**src/rtl/hazard_ctrl_unit.sv**
```systemverilog
// Pipeline hazard controller for the 5-stage RV32I core.
// Handles operand forwarding into Execute, load-use bubbles with a configurable
// load latency, multi-cycle MDU stalls and data-memory wait freezes.
// Optional feature: define HAZARD_PERF_CNT_EN to build the saturating
// stall/flush performance counters; otherwise both counter outputs read 0.
module hazard_ctrl_unit #(
  parameter int REG_ADDR_W = 5,
  parameter int LOAD_LAT   = 1,
  parameter int CNT_W      = 32
) (
  input  logic                  clk_i,
  input  logic                  rst_n_i,
  input  logic [REG_ADDR_W-1:0] rs1_addr_d_i,
  input  logic [REG_ADDR_W-1:0] rs2_addr_d_i,
  input  logic                  rs1_used_d_i,
  input  logic                  rs2_used_d_i,
  input  logic [REG_ADDR_W-1:0] rs1_addr_e_i,
  input  logic [REG_ADDR_W-1:0] rs2_addr_e_i,
  input  logic [REG_ADDR_W-1:0] rd_addr_e_i,
  input  logic [REG_ADDR_W-1:0] rd_addr_m_i,
  input  logic [REG_ADDR_W-1:0] rd_addr_w_i,
  input  logic                  load_e_i,
  input  logic                  reg_wr_en_m_i,
  input  logic                  reg_wr_en_w_i,
  input  logic                  pc_src_e_i,
  input  logic                  mdu_start_e_i,
  input  logic                  mdu_done_i,
  input  logic                  mem_busy_i,
  output logic [1:0]            forward_a_e_o,
  output logic [1:0]            forward_b_e_o,
  output logic                  stall_f_o,
  output logic                  stall_d_o,
  output logic                  stall_e_o,
  output logic                  stall_m_o,
  output logic                  stall_w_o,
  output logic                  flush_d_o,
  output logic                  flush_e_o,
  output logic                  flush_m_o,
  output logic [CNT_W-1:0]      stall_cnt_o,
  output logic [CNT_W-1:0]      flush_cnt_o
);

  typedef enum logic [1:0] {
    RUN      = 2'd0,
    LU_STALL = 2'd1,
    MDU_WAIT = 2'd2
  } state_t;

  // Bubbles still owed after the first one; LOAD_LAT is at most 4, so 2 bits suffice.
  localparam logic [1:0] BUB_INIT = 2'(LOAD_LAT - 1);

  state_t     state;
  logic [1:0] bub_cnt;
  logic       lu_hit;

  // Forward select for one Execute operand; the younger M result wins over W.
  function automatic logic [1:0] fwd_sel(
    input logic [REG_ADDR_W-1:0] src,
    input logic [REG_ADDR_W-1:0] rd_m,
    input logic                  wen_m,
    input logic [REG_ADDR_W-1:0] rd_w,
    input logic                  wen_w
  );
    if (wen_m && (rd_m != '0) && (rd_m == src))
      return 2'b10;
    else if (wen_w && (rd_w != '0) && (rd_w == src))
      return 2'b01;
    else
      return 2'b00;
  endfunction

  // Forwarding muxes stay live even while the pipeline is frozen.
  always_comb begin
    forward_a_e_o = fwd_sel(rs1_addr_e_i, rd_addr_m_i, reg_wr_en_m_i, rd_addr_w_i, reg_wr_en_w_i);
    forward_b_e_o = fwd_sel(rs2_addr_e_i, rd_addr_m_i, reg_wr_en_m_i, rd_addr_w_i, reg_wr_en_w_i);
  end

  // A load in Execute whose destination is read by the instruction in Decode.
  always_comb begin
    lu_hit = load_e_i && (rd_addr_e_i != '0) &&
             ((rs1_used_d_i && (rd_addr_e_i == rs1_addr_d_i)) ||
              (rs2_used_d_i && (rd_addr_e_i == rs2_addr_d_i)));
  end

  // Stall/flush decode: freeze overrides everything, then redirect, MDU, load-use.
  // The MDU issue cycle already stalls so the op stays in Execute until done.
  always_comb begin
    stall_f_o = 1'b0;
    stall_d_o = 1'b0;
    stall_e_o = 1'b0;
    stall_m_o = 1'b0;
    stall_w_o = 1'b0;
    flush_d_o = 1'b0;
    flush_e_o = 1'b0;
    flush_m_o = 1'b0;
    if (mem_busy_i) begin
      stall_f_o = 1'b1;
      stall_d_o = 1'b1;
      stall_e_o = 1'b1;
      stall_m_o = 1'b1;
      stall_w_o = 1'b1;
    end else begin
      case (state)
        RUN: begin
          if (pc_src_e_i) begin
            flush_d_o = 1'b1;
            flush_e_o = 1'b1;
          end else if (mdu_start_e_i) begin
            stall_f_o = 1'b1;
            stall_d_o = 1'b1;
            stall_e_o = 1'b1;
            flush_m_o = 1'b1;
          end else if (lu_hit) begin
            stall_f_o = 1'b1;
            stall_d_o = 1'b1;
            flush_e_o = 1'b1;
          end
        end
        LU_STALL: begin
          stall_f_o = 1'b1;
          stall_d_o = 1'b1;
          flush_e_o = 1'b1;
        end
        MDU_WAIT: begin
          if (!mdu_done_i) begin
            stall_f_o = 1'b1;
            stall_d_o = 1'b1;
            stall_e_o = 1'b1;
            flush_m_o = 1'b1;
          end
        end
        default: ;
      endcase
    end
  end

  // Hazard FSM and bubble counter; both hold while memory is busy.
  always_ff @(posedge clk_i or negedge rst_n_i) begin
    if (!rst_n_i) begin
      state   <= RUN;
      bub_cnt <= 2'd0;
    end else if (!mem_busy_i) begin
      case (state)
        RUN: begin
          if (pc_src_e_i) begin
            state <= RUN;
          end else if (mdu_start_e_i) begin
            state <= MDU_WAIT;
          end else if (lu_hit && (LOAD_LAT > 1)) begin
            state   <= LU_STALL;
            bub_cnt <= BUB_INIT;
          end
        end
        LU_STALL: begin
          bub_cnt <= bub_cnt - 2'd1;
          if (bub_cnt <= 2'd1)
            state <= RUN;
        end
        MDU_WAIT: begin
          if (mdu_done_i)
            state <= RUN;
        end
        default: begin
          state   <= RUN;
          bub_cnt <= 2'd0;
        end
      endcase
    end
  end

`ifdef HAZARD_PERF_CNT_EN
  logic [CNT_W-1:0] stall_cnt;
  logic [CNT_W-1:0] flush_cnt;

  // Saturating event counters; frozen cycles are not counted.
  always_ff @(posedge clk_i or negedge rst_n_i) begin
    if (!rst_n_i) begin
      stall_cnt <= '0;
      flush_cnt <= '0;
    end else if (!mem_busy_i) begin
      if (stall_f_o && (stall_cnt != '1))
        stall_cnt <= stall_cnt + CNT_W'(1);
      if (flush_d_o && (flush_cnt != '1))
        flush_cnt <= flush_cnt + CNT_W'(1);
    end
  end

  assign stall_cnt_o = stall_cnt;
  assign flush_cnt_o = flush_cnt;
`else
  assign stall_cnt_o = '0;
  assign flush_cnt_o = '0;
`endif

endmodule
```
**config.mk**
```make
export PLATFORM = sky130hd
export DESIGN_NAME = hazard_ctrl_unit
export DESIGN_NICKNAME = d
export VERILOG_FILES = /design/src/rtl/hazard_ctrl_unit.sv
export SDC_FILE = /design/constraint.sdc
export NUM_CORES = 1
export LEC_CHECK = 0
export BUFFER_PORTS_ARGS = -buffer_cell sky130_fd_sc_hd__buf_4
export CAP_MARGIN = 20
export CORE_ASPECT_RATIO = 0.9
export CORE_MARGIN = 2
export CORE_UTILIZATION = 33
export CTS_CLUSTER_SIZE = 25
export DETAILED_ROUTE_END_ITERATION = 16
export HOLD_SLACK_MARGIN = 0.03
export PLACE_DENSITY = 0.89
export SKIP_CTS_REPAIR_TIMING = 1
export SLEW_MARGIN = 20
export SYNTH_ARGS = -nofsm -noshare
export SYNTH_HDL_FRONTEND = slang
export SYNTH_SLANG_ARGS = --single-unit
```
**constraint.sdc**
```tcl
create_clock -name clk_i -period 1.9 [get_ports clk_i]
set_input_delay 0.38 -clock clk_i [delete_from_list [all_inputs] [get_ports clk_i]]
set_output_delay 0.38 -clock clk_i [all_outputs]
set_load 0.03 [all_outputs]
```
======== Yosys cells after proc, flatten, opt, wreduce, memory -nomap -nowiden ========
Index checks and enable logic that the tools add are counted.
storage, ports and cells
  logic and storage cells ................. 64
  register bits after elaboration ......... 4
  input port bits ......................... 46
operators by class
  mux-type cells .......................... 29
  reduce and logical (&&, ||, !) cells .... 18
  bitwise gates (word level) .............. 2
  magnitude comparators ................... 1
  equal/unequal tests ..................... 11
  add/subtract/negate cells ............... 1
operators by type and width
  operator                                             count
  == test 5 bit                                        6
  two-way mux 1 bit                                    18
  nonzero test 5 bit                                   3
  two-way mux 2 bit                                    6
  logical AND 1 bit                                    10
  one-hot mux 2 bit (3 select lines)                   1
  inequality test 2 bit, second input constant         2
  one-hot mux 1 bit (2 select lines)                   2
  one-hot mux 2 bit (2 select lines)                   1
  AND reduction 4 bit                                  1
  inequality test 3 bit, second input constant         1
  one-hot mux 1 bit (3 select lines)                   1
  == test 2 x 1 -> 1 bit, second input constant        1
  == test 2 bit, second input constant                 1
  <= comparator 2 x 1 -> 1 bit, second input constant  1
  zero test 2 bit                                      1
  inverter 1 bit                                       2
  AND reduction 2 bit                                  1
  OR reduction 2 bit                                   1
  subtractor 2 x 1 -> 2 bit, second input constant     1
  logical OR 1 bit                                     1

======== Longest topological paths before layout ========
  word-level depth ........................ 9
  depth in mapped cells ................... 5
  mapped depth without buffers ............ 4

======== Worst setup path after synthesis ========
No wires, ideal clock.
  path kind ............................... input -> output
  start ................................... in rd_addr_e_i[3]
  end ..................................... out stall_f_o
  slack ................................... -0.894 ns
  stages on the path ...................... 5
  path buffers ............................ 1
  arrival time ............................ 2.414 ns
  cell sequence ........................... xor2_1 > nor4_1 > a32oi_1 > o41ai_1 > buf_4
on the way
  word-level cells in the longest chain between the ends .. 9
  elaborated cells between the ends (all ways) .. 13
RTL lines
  item                                  RTL line  RTL
  start: declaration                    19        input logic [REG_ADDR_W-1:0] rd_addr_e_i,
  == test 5 bit (on tied branches)      81, 82
  logical AND 1 bit (on tied branches)  81, 82
  logical OR 1 bit                      81        ((rs1_used_d_i && (rd_addr_e_i == rs1_addr_d_i)) ||
  logical AND 1 bit *                   80        lu_hit = load_e_i && (rd_addr_e_i != '0) &&
  two-way mux 1 bit * (3 in a row)      --
  one-hot mux 1 bit (3 select lines) *  --
  two-way mux 1 bit *                   --
  end: declaration                      31        output logic stall_f_o,
Mark *: on every way between the ends. The rest lies on a longest branch, timed or not.

======== Final worst setup path ========
  start ................................... in rd_addr_m_i[2]
  end ..................................... out forward_a_e_o[0]
on the way
  word-level cells in the longest chain between the ends .. 4
  elaborated cells between the ends (all ways) .. 5
RTL lines
  item                 RTL line  RTL
  start: declaration   20        input logic [REG_ADDR_W-1:0] rd_addr_m_i,
  nonzero test 5 bit   64        if (wen_m && (rd_m != '0) && (rd_m == src))
  logical AND 1 bit    64
  logical AND 1 bit *  64
  two-way mux 2 bit *  64
  end: declaration     29        output logic [1:0] forward_a_e_o,
Marked as above.

==> flow_summary.ini <==
[drt]
drt_iter0_drc = 10
drc = 0
dr.pass1.iters = 2
wl_mm = 2.303
wl_per_cell_um = 9.800
vias = 887
viasPerCell = 3.774
ant_nets = 0

[setup_path]
path_buf_inv = 3
startpoint_type = primary input
max_stage_delay_ps = 530
path_class = primary input to output pin
worstPathCellList = buf_6 -> or4_4 -> o21ai_4 -> buf_4 -> nor4_4 -> nor4_4 -> buf_6
critPathCaptureType = output pin
worst_ep_arrival_time_ps = 1700
cp_max_fo = 2
slowest_stage = or4_4
cp.required_ps = 1520
critical_path.top_delay_family = simple AND/OR/NAND/NOR gates

[final_layout]
top_register = state
largest_registers = state (1)
synthToLayoutAreaGrowth_pct = 47.54
drive_gt1_share_pct = 44.10
final_area_mm2 = 0.001464
n_fill_cell = 272
nets = 243
antennaDiodeCount = 0
largest_reg_flops = 1

[synth]
ys_top_cells_by_area = buf_4, xor2_1, xnor2_1, or4_1, dfrtp_1
ys_warn_count = 0
yosysTopAreaCell = buf_4
yosysUniqueCellTypes = 23
avgSynthCellArea_um2 = 7.752
yosysTopAreaCellShare_pct = 50.69
post-synth-top-count-cell = buf_4
ys.flop_type = dfrtp_1
synth_fa_ha_area_share_pct = 0
yosys-mux-area-fraction_pct = 0
yosys.area_share.simple_pct = 13.62
ys_seq_area_share_pct = 2.522
ys_seq_elements = 1
ys_async_sr_fraction_pct = 100.0
synth-edff-count = 0
syn_inst = 128
synth_xor_area_share_pct = 26.48
synth_top_family_by_area = buffers and inverters
synth_compound_area_share_pct = 5.549
netlist_top_cells_count = buf_4, xor2_1, xnor2_1
synth.cell_area_um2 = 992.2

[global_route]
grt_overflow = 0
antenna_found_initial = 0
grt_use_total_pct = 11.15
grt_pass1_wl_mm = 3.146
gr-usage-met2_pct = 23.76
grtUsageMet1_pct = 10.87
grt_pass1_vias = 789
grt_max_degree = 8
grt-busiest-layer = met2
met3_usage_pct = 0.9302

[power_and_ir_drop]
combPwrFrac_pct = 93.9
power.density_mw_per_mm2 = 332.4
switching_share_pct = 63.06
clock_power_share_pct = 0
switching_power_uw = 306.8
p_leak_nw = 0.7513
ir_drop_mv = 0.2071
p_int_uw = 179.7
pwr-share-seq_pct = 6.1

[floorplan]
die_x_um = 61.80
row_count = 18
die_area_mm2 = 0.003462
core_mm2 = 0.002815
die_h_um = 56.02
io_pins = 122
start_util_pct = 35.24

[placement]
placed_area_mm2 = 0.001388
hpwl_mm = 2.063
gp_congestion = 0.8081
io_buffers = 57

[worst_hold_path]
worstHoldPathType = primary input to asynchronous set/reset pin

[sta]
setup_viol = 7
final-hold-violation-count = 0
rsz0062_at_grt = true
fin_crit_ps = 2084
maxSlewViolCount = 0
whs_ps = 156.0
finalClockSkew_ps = 0
fmax_ghz = 0.4799
fin_ws_ps = -183.9
timing.final.crit_share_pct = 109.7

[job]
cap_violations = 0

[run_status]
violations = setup timing
status = finished with violations

[clock_tree]
clk_pin_slew_worst_paths_ps = 0
clock_latency_ps = 0
[placed cells by master (no fill, tap or decap), drive strengths merged, types with 2 or more instances in the layout]
cell type,instances
buf,71
xor2,22
or4,6
inv,2
xnor2,8
conb,64
nor4,6
o21ai,3
nand3,2
[metal layers]
metal  vias up  wire [um]
met5         -          0
met4         0         25
met3         4        226
met2        67       1331
met1       393        721
li1        423          -
[area by class of cell]
cell class,count,area [um^2],share of cell area (%)
flip-flops and latches,1,25.02,1.709
repair buffers,71,566.8,38.72
well taps,40,50.05,3.419
multi-input cells,121,814.5,55.64
inverters,2,7.507,0.5128
[power by group through the flow]
| stage | registers, mW | clock network, mW | logic (mW) |
|---|---|---|---|
| 2_1_floorplan | 0.0288 | 0 | 0.395 |
| 3_3_place_gp | 0.0295 | 0 | 0.431 |
| 3_5_place_dp | 0.0298 | 0 | 0.436 |
| 4_1_cts | 0.0299 | 0 | 0.437 |
| 5_1_grt | 0.0307 | 0 | 0.485 |
| 6_report | 0.0298 | 0 | 0.457 |
[worst reg2reg max path: cells and delay by family (launching register included)]
kind | cells | cell delay, ps
flops | 1 | 430
simple gates | 2 | 370
compound gates | 2 | 140
[per-stage QoR]
stage	total power, mW	utilization, %	std cells	setup TNS, ps	setup WS, ps
finish	0.4865	52.00	235	-682.8	-183.9
global route	0.5159	52.00	235	-1209	-262.8
CTS	0.4670	49.29	234	-983.4	-226.4
detailed placement	0.4662	49.29	234	-959.8	-218.9
global placement	0.4603	49.29	234	-851.7	-200.0
floorplan	0.4239	-	191	-440.4	-252.8
[worst paths after layout]
| path | slack (ps) | cells past startpoint | startpoint | endpoint |
|---|---|---|---|---|
| max | -180 | 7 | rd_addr_m_i[2] | forward_a_e_o[0] |
| min in group clk_i | 620 | 2 | mem_busy_i | state[1] |
| min reg2reg | 640 | 2 | state[1] | state[1] |
| max in group asynchronous | 1660 | 1 | rst_n_i | state[1] |
| min | 160 | 1 | rst_n_i | state[1] |
| max reg2reg | 820 | 4 | state[1] | state[1] |
[logic make-up after synthesis]
| family | after synthesis |
|---|---|
| buffers and inverters | 69 |
| xor gates and xnor gates | 30 |
| and+or+nand+nor | 19 |
| AOI/OAI and AO/OA | 8 |
| DFF | 1 |
| other | 1 |
No activity file was read; power rests on OpenSTA's default activity.
